$ cat config.mk
export PLATFORM = sky130hd
export DESIGN_NAME = alu_8bit_flat
export DESIGN_NICKNAME = d
export VERILOG_FILES = /design/src/rtl/alu_pkg.sv /design/src/rtl/alu_8bit_if.sv /design/src/rtl/alu_8bit_datapath.sv /design/src/rtl/alu_8bit.sv /design/src/flat_wrapper.sv
export SDC_FILE = /design/constraint.sdc
export NUM_CORES = 1
export LEC_CHECK = 0
export BUFFER_PORTS_ARGS = -buffer_cell sky130_fd_sc_hd__buf_2
export CAP_MARGIN = 20
export CORE_MARGIN = 2
export CORE_UTILIZATION = 50
export DETAILED_ROUTE_END_ITERATION = 7
export PLACE_DENSITY = 0.77
export SYNTH_ARGS = -nofsm -noshare
export SYNTH_HDL_FRONTEND = slang
export SYNTH_SLANG_ARGS = --single-unit
$ cat constraint.sdc
create_clock -name clk -period 0.8 [get_ports clk]
set_input_delay 0.08 -clock clk [delete_from_list [all_inputs] [get_ports clk]]
set_output_delay 0.08 -clock clk [all_outputs]
set_load 0.02 [all_outputs]
$ cat src/rtl/alu_pkg.sv
// rtl/alu_pkg.sv - shared opcode encodings and width default for the 8-bit ALU
package alu_pkg;

  localparam int DEFAULT_WIDTH = 8;

  localparam logic [2:0] OP_ADD = 3'b000;
  localparam logic [2:0] OP_SUB = 3'b001;
  localparam logic [2:0] OP_AND = 3'b010;
  localparam logic [2:0] OP_OR  = 3'b011;
  localparam logic [2:0] OP_XOR = 3'b100;
  localparam logic [2:0] OP_NOT = 3'b101;

  // Only ADD and SUB can raise carry/borrow; every other opcode forces it low.
  function automatic logic is_arith(input logic [2:0] op);
    return (op == OP_ADD) || (op == OP_SUB);
  endfunction

endpackage

$ cat src/rtl/alu_8bit_if.sv
// rtl/alu_8bit_if.sv - operand/opcode inputs and registered flag outputs of the ALU
interface alu_8bit_if import alu_pkg::*; #(
  parameter int WIDTH = DEFAULT_WIDTH
);

  logic [WIDTH-1:0] a;
  logic [WIDTH-1:0] b;
  logic [2:0]       opcode;
  logic [WIDTH-1:0] result;
  logic             carry_out;
  logic             zero;

  modport master (
    output a,
    output b,
    output opcode,
    input  result,
    input  carry_out,
    input  zero
  );

  modport slave (
    input  a,
    input  b,
    input  opcode,
    output result,
    output carry_out,
    output zero
  );

endinterface

$ cat src/rtl/alu_8bit_datapath.sv
// rtl/alu_8bit_datapath.sv - combinational operation select producing next result and flags
module alu_8bit_datapath import alu_pkg::*; #(
  parameter int WIDTH = DEFAULT_WIDTH
) (
  input  logic [WIDTH-1:0] a,
  input  logic [WIDTH-1:0] b,
  input  logic [2:0]       opcode,
  output logic [WIDTH-1:0] res_next,
  output logic             carry_next,
  output logic             zero_next
);

  logic [WIDTH:0] sum;
  logic [WIDTH:0] diff;
  logic           carry_raw;

  // Top bit of the widened difference is the borrow, i.e. set exactly when a < b.
  assign sum  = {1'b0, a} + {1'b0, b};
  assign diff = {1'b0, a} - {1'b0, b};

  always_comb begin
    res_next  = '0;
    carry_raw = 1'b0;
    case (opcode)
      OP_ADD: begin
        res_next  = sum[WIDTH-1:0];
        carry_raw = sum[WIDTH];
      end
      OP_SUB: begin
        res_next  = diff[WIDTH-1:0];
        carry_raw = diff[WIDTH];
      end
      OP_AND: res_next = a & b;
      OP_OR:  res_next = a | b;
      OP_XOR: res_next = a ^ b;
      OP_NOT: res_next = ~a;
      default: begin
        res_next  = '0;
        carry_raw = 1'b0;
      end
    endcase
  end

  assign carry_next = carry_raw & is_arith(opcode);
  assign zero_next  = (res_next == '0);

endmodule

$ cat src/rtl/alu_8bit.sv
// rtl/alu_8bit.sv - registered ALU top: datapath plus async-reset output register
module alu_8bit import alu_pkg::*; #(
  parameter int WIDTH = DEFAULT_WIDTH
) (
  input  logic       clk,
  input  logic       rst,
  alu_8bit_if.slave  bus
);

  logic [WIDTH-1:0] res_next;
  logic             carry_next;
  logic             zero_next;

  logic [WIDTH-1:0] result_d, result_q;
  logic             carry_d,  carry_q;
  logic             zero_d,   zero_q;

  alu_8bit_datapath #(.WIDTH(WIDTH)) u_datapath (
    .a          (bus.a),
    .b          (bus.b),
    .opcode     (bus.opcode),
    .res_next   (res_next),
    .carry_next (carry_next),
    .zero_next  (zero_next)
  );

  always_comb begin
    result_d = res_next;
    carry_d  = carry_next;
    zero_d   = zero_next;
  end

  // Zero resets high so it agrees with the cleared result.
  always_ff @(posedge clk or posedge rst) begin
    if (rst) begin
      result_q <= '0;
      carry_q  <= 1'b0;
      zero_q   <= 1'b1;
    end else begin
      result_q <= result_d;
      carry_q  <= carry_d;
      zero_q   <= zero_d;
    end
  end

  assign bus.result    = result_q;
  assign bus.carry_out = carry_q;
  assign bus.zero      = zero_q;

endmodule

$ cat src/flat_wrapper.sv
// flat-port wrapper written by rule: the top's interface ports become plain ports
module alu_8bit_flat import alu_pkg::*;
#(
  parameter int WIDTH = DEFAULT_WIDTH
)
  (clk, rst, bus_a, bus_b, bus_opcode, bus_result, bus_carry_out, bus_zero);
  alu_8bit_if #(.WIDTH(WIDTH)) bus_i ();
  input  logic clk;
  input  logic rst;
  input wire logic [$bits(bus_i.a)-1:0] bus_a;
  input wire logic [$bits(bus_i.b)-1:0] bus_b;
  input wire logic [$bits(bus_i.opcode)-1:0] bus_opcode;
  output wire logic [$bits(bus_i.result)-1:0] bus_result;
  output wire logic [$bits(bus_i.carry_out)-1:0] bus_carry_out;
  output wire logic [$bits(bus_i.zero)-1:0] bus_zero;
  assign bus_i.a = bus_a;
  assign bus_i.b = bus_b;
  assign bus_i.opcode = bus_opcode;
  assign bus_result = bus_i.result;
  assign bus_carry_out = bus_i.carry_out;
  assign bus_zero = bus_i.zero;
  alu_8bit #(.WIDTH(WIDTH)) u_core (.clk(clk), .rst(rst), .bus(bus_i));
endmodule
* Yosys cells after proc, flatten, opt, wreduce, memory -nomap -nowiden *
Cells that the tools add are included.
W data, S select, Z words.

storage, ports and cells
  input bits = 21
  ROM bits = 0
  register bits = 10
  latch bits = 0
  bits in writable memories = 0
  logic and storage cells = 20
  memories = 0

operators by class
  $lt $le $gt $ge = 0
  multipliers = 0
  mux-type cells = 2
  shift operators = 0
  divide/modulo/power cells = 0
  reductions and logical operators = 3
  equality and inequality tests = 5
  $add $sub $neg = 2
  bitwise operators = 5

operators by type and width
  kind                  number
  $pmux W8 S6           1
  $add A8 B8 Y9         1
  $sub A8 B8 Y9         1
  $and A8 B8 Y8         1
  $logic_not A8 Y1      1
  $not A8 Y8            1
  $or A8 B8 Y8          1
  $xor A8 B8 Y8         1
  $eq A3 B2 Y1 const B  2
  $eq A3 B3 Y1 const B  2
  $eq A3 B1 Y1 const B  1
  $logic_not A3 Y1      1
  $pmux W1 S2           1
  $and A1 B1 Y1         1
  $logic_or A1 B1 Y1    1

* Logic depth before layout (Yosys ltp) *
  word-level depth = 3
  depth in mapped cells = 9

* Hierarchy *
A second synthesis with hierarchy kept.

second synthesis, totals
  cell total of the unflattened synthesis = 185
  area, all modules = 1,500.2 um^2

by module, submodules not included
  module             times used  area each (um^2)  sequential area each (um^2)  cells each
  alu_8bit_datapath  1           1,244.9           0.0                          174
  alu_8bit           1           255.2             251.5                        11

* Least setup slack after synthesis *
OpenSTA, ideal clock, no wires.

  kind = input -> register
  start point = input port bus_b[0]
  end point = register u_core.zero_q (netlist: u_core.bus.zero)
  path slack = -1.239 ns
  buffers on the path = 0
  stages on the path = 8
  setup time = 0.090 ns
  arrival = 1.949 ns
  cells stage by stage = ha_1 > fa_1 > a211oi_4 > nor3_2 > xnor2_2 > o221ai_2 > or4b_1 > nor4_2

on the way
  longest elaborated chain between the ends = 3

RTL lines
  what                                            line                                              text
  from (decl)                                     flat_wrapper.sv:11                                input wire logic [$bits(bus_i.b)-1:0] bus_b;
  $sub A8 B8 Y9 or $add A8 B8 Y9 (tied branches)  alu_8bit_datapath.sv:19, alu_8bit_datapath.sv:18
  $pmux W8 S6 (*)                                 alu_8bit_datapath.sv:24                           case (opcode)
  via u_core.res_next[4]                          alu_8bit.sv:10                                    logic [WIDTH-1:0] res_next;
  $logic_not A8 Y1 (*)                            alu_8bit_datapath.sv:45                           assign zero_next = (res_next == '0);
  via u_core.u_datapath.zero_next                 alu_8bit_datapath.sv:10                           output logic zero_next
  to (signal assigned)                            alu_8bit.sv:42                                    zero_q <= zero_d;
  to (decl)                                       alu_8bit.sv:16                                    logic zero_d, zero_q;

Mark *: on every way through the listed nets, which the timed path passes. The rest lies on a longest branch.

* Worst setup path in the final report *
  start point = input port bus_a[0]
  end point = register u_core.zero_q (netlist: u_core.bus.zero)

on the way
  longest elaborated chain between the ends = 3

RTL lines
  what                                            line                                              text
  from (decl)                                     flat_wrapper.sv:10                                input wire logic [$bits(bus_i.a)-1:0] bus_a;
  $sub A8 B8 Y9 or $add A8 B8 Y9 (tied branches)  alu_8bit_datapath.sv:19, alu_8bit_datapath.sv:18
  $pmux W8 S6 (*)                                 alu_8bit_datapath.sv:24
  via u_core.res_next[4]                          alu_8bit.sv:10
  $logic_not A8 Y1 (*)                            alu_8bit_datapath.sv:45
  via u_core.u_datapath.zero_next                 alu_8bit_datapath.sv:10

Marks and branches as above.

==> results.txt <==
- The flow ran to the end, but the final reports show violations.
- Violations in the final reports: negative setup slack
- The initial antenna violation count was 1.
- In this run, distinct cell masters in the synthesized netlist total 48.
* Number of rows in the core area: 20
- DIE AREA: 3520 sq um
- Die span in y: between 50 and 60 um
- In the finished design, the share of the clock period the worst path needs comes to 254%.
- CP Cell Sequence: buf_12 > ha_4 > fa_2 > a211oi_4 > nor3_2 > xnor2_2 > o221ai_2 > or4b_4 > nor4_4
- The routed design uses 1060 um of met3 wire.
- Family with the most delay on the worst path: simple AND/OR/NAND/NOR gates
- Compared with the post-synthesis result, the final layout area differs by 77.5%.
- The critical path in this run is classified as input port to register.
- Asr flop ratio synth: 100%
- Setup repair after global routing could not meet its margin everywhere.
- Yosys warning count: 0
* WL/cell: 25.8 um
- The first global-routing pass estimated ~11000 um of wire.
* Total clock buffers created by CTS: 3
* P_leak: 0.00127 uW
- Final GP Congestion: ~0.87
* GRT overflow: 0
* Number of search-and-repair iterations in the first detailed-routing pass: 7
* Syn avg cell area: 8.26 sq um
- Of the cells placed in the final design, the portion with a size suffix greater than 1 is a little over half.
- Across the VDD grid, the largest voltage drop is 522 uV.
- Met2 Wirelength: 3680 um
- The first routing iteration left 428 violations.
* Maximum clock path buffer count: 2
- Xor and xnor fraction of the mapped netlist area: 2.78%
* CP max FO: 3
- Combinational cells account for 64.7% of the total power.
- The core region is 2980 sq um.
- Clock tree from TritonCTS: done
* Wire length on met1: between 2000 and 3000 um
* Most frequent standard cell in the layout excluding fill and tap cells: sky130_fd_sc_hd__buf_4
* DRC violations left: 0
* Die span in x: between 50 and 60 um
- Part of the total power dissipated in the clock network: ~16%
- Quantity of I/O buffers inserted on ports: 30
- Total global-route track usage: between 40% and 50%
- Setup TNS Final: -8540 ps
- Netlist area before placement: 1530 sq um
- Largest incremental delay on the critical path: about 600 ps
- Counting every net in the synthesized netlist gives 233.
- Entering global routing, the biggest net connects 15 pins.
* Endpoint required time on the critical path: between 1000 and 1500 ps
- Reg clk slew, reported paths: 80 ps
- Buf/Inv on CP: 1
- Final hold violations: 0
- Using the TritonRoute via totals, the vias-per-cell ratio works out to 7.09.
- The internal portion of the total power is 1820 uW.
- The routed design could run at a clock period as short as 2030 ps.
* Count of state elements after synthesis: 10
- Cell count after synthesis: 185
* Vias: 2254
- Topmost layer with routed signal wires: met4
- Psw: 1360 uW
- Pwr Total: 3180 uW
* Pre-CTS worst setup slack: -1540 ps
* Critical path launch point type: input port
- CTS Root Buffer Type: sky130_fd_sc_hd__clkbuf_4
* Top flip-flop cell by instance count after synthesis: sky130_fd_sc_hd__dfrtp_1
- Max_cap viols: 0
- Count of nets after finishing: between 300 and 400
- Cells fill just over 90% of the core in the end.
- The clock net in this run drives a total of 10 sinks.
- Number of pins with negative max-slew slack in the final report: 0
* Number of setup violations in the final report: 20
* Measured slew at the worst slew-check pin: roughly 840 ps
- Remaining number of nets flagged by the antenna check after routing: 0
- Worst rel slew slack: roughly 44%
- Capturing element type of the critical path: register
- Count of H-tree levels built during CTS: 1
- The via count of the first global-routing pass came to 2114.
- Wire length reported by the detailed router: 8200 um
- Measured against the total synthesized area, the mux share comes to under 10%.
- Number of primary I/O pins: 31
- Commonest non-fill, non-tap cells in the layout: sky130_fd_sc_hd__buf_4, sky130_fd_sc_hd__nor2_1, sky130_fd_sc_hd__buf_6
- Once detailed placement completed, the half-perimeter wirelength came to 4020 um.
- In the post-route analysis, the smallest setup slack over all paths is -1230 ps.
- Filler cell count in the final layout: 99
- Sequential cell area fraction in the yosys report: 16.4%
* Class of the tightest hold or removal check: input port to register
* Number of flops mapped to enable cells by yosys: 0
- Slowest stage cell, crit path: sky130_fd_sc_hd__or4b_4
- Data on the critical path arrives at its endpoint at 2240 ps.
- The share of total power dissipated in sequential elements is 19.1%.
- Adder and majority cell fraction of the synthesized area: 23.1%
- Summing the areas of all compound-gate instances in the mapped netlist gives about 30% of the synthesized area.
- Starting density of the core: 51.3%
* Pwr Density: about 1200 nW/um^2
- Simple-gate share of the synthesized area: 16.8%
* Max Clk Rate: 493 MHz
- Of the total power, the share spent switching nets is 42.8%.
* Combinational family with the most area after synthesis: compound AO/OA/AOI/OAI gates
[registers in the layout (all words and copies together) (netlist names)]
name,count
u_core.bus.result,8
u_core.bus.zero,1
u_core.bus.carry_out,1
[final timing paths]
| check | start | end | slack [ps] | cells past startpoint |
|---|---|---|---|---|
| max in group asynchronous | rst | u_core.bus.zero$_DFF_PP1_ | 100 | 3 |
| min in group asynchronous | rst | u_core.bus.result[5]$_DFF_PP0_ | 370 | 3 |
| hold / removal | bus_a[1] | u_core.bus.result[1]$_DFF_PP0_ | 240 | 4 |
| setup / recovery | bus_a[0] | u_core.bus.zero$_DFF_PP1_ | -1230 | 9 |
[per-stage QoR]
stage	cells	instance area, sq um	hold slack (ps)
after CTS	313	2620	245
after global routing	318	2710	269
after detailed placement	305	2330	60.4
final	318	2710	243
after global placement	305	2330	50.5
after floorplan	185	1700	-80.5
[synth_stat cells, types with 2 or more instances]
| master | instances | area, sq um |
|---|---|---|
| sky130_fd_sc_hd__o221ai_1 | 3 | 26.3 |
| sky130_fd_sc_hd__nor2_1 | 19 | 71.3 |
| sky130_fd_sc_hd__o21ai_1 | 4 | 20.0 |
| sky130_fd_sc_hd__o211ai_1 | 4 | 30.0 |
| sky130_fd_sc_hd__nor3_1 | 2 | 10.0 |
| sky130_fd_sc_hd__o21ai_0 | 7 | 35.0 |
| sky130_fd_sc_hd__a211oi_1 | 3 | 22.5 |
| sky130_fd_sc_hd__a31oi_1 | 2 | 12.5 |
| sky130_fd_sc_hd__xnor2_1 | 3 | 26.3 |
| sky130_fd_sc_hd__o31ai_1 | 6 | 45.0 |
| sky130_fd_sc_hd__mux2i_1 | 3 | 30.0 |
| sky130_fd_sc_hd__ha_1 | 25 | 313 |
| sky130_fd_sc_hd__nand2_1 | 12 | 45.0 |
| sky130_fd_sc_hd__a221o_1 | 2 | 20.0 |
| sky130_fd_sc_hd__fa_1 | 2 | 40.0 |
| sky130_fd_sc_hd__nand3_1 | 2 | 10.0 |
| sky130_fd_sc_hd__nor2b_1 | 4 | 25.0 |
| sky130_fd_sc_hd__buf_6 | 2 | 22.5 |
| sky130_fd_sc_hd__buf_2 | 4 | 20.0 |
| sky130_fd_sc_hd__nand2b_1 | 4 | 25.0 |
| sky130_fd_sc_hd__inv_1 | 23 | 86.3 |
| sky130_fd_sc_hd__dfrtp_1 | 9 | 225 |
| sky130_fd_sc_hd__a21oi_1 | 15 | 75.1 |
[logic make-up after synthesis]
family,after synthesis
multiplexers,3
adder cells (fa/ha/maj),27
XOR/XNOR,4
buffers and inverters,30
flip-flops,10
AO/OA/AOI/OAI,60
AND/OR/NAND/NOR,51
[layout make-up]
class / count / area, sq um / share of cell area (%)
repair buffers: 102 / 858 / 31.6
multi-input cells: 145 / 1400 / 51.6
flip-flops and latches: 10 / 251 / 9.27
well taps: 33 / 41.3 / 1.52
diodes: 1 / 2.50 / 0.0922
inverters: 23 / 124 / 4.56
clock buffers: 4 / 36.3 / 1.34
[per-layer routing]
layer / global-route usage [%] / up-vias
met1: 49.1 / 977
met4: 32.5 / 0
met5: 0 / -
met2: 66.6 / 294
li1: - / 863
met3: 7.42 / 120
[power by group through the flow]
stage	clock network [uW]	registers (uW)	logic, uW
after floorplan	0	675	783
after global routing	535	608	2150
after detailed placement	0	589	1490
final	516	606	2060
after global placement	0	589	1420
after CTS	456	596	1710
[repair_timing]
action | in CTS | in global routing
buffers inserted | 6 | 7
endpoints found under the hold margin | 9 | 0
hold buffers | 1 | 0
setup endpoints to repair | 20 | 20
gates resized for setup | 58 | 14
pin swaps | 27 | 20
Note: power is estimated with default switching activity, not from simulation.
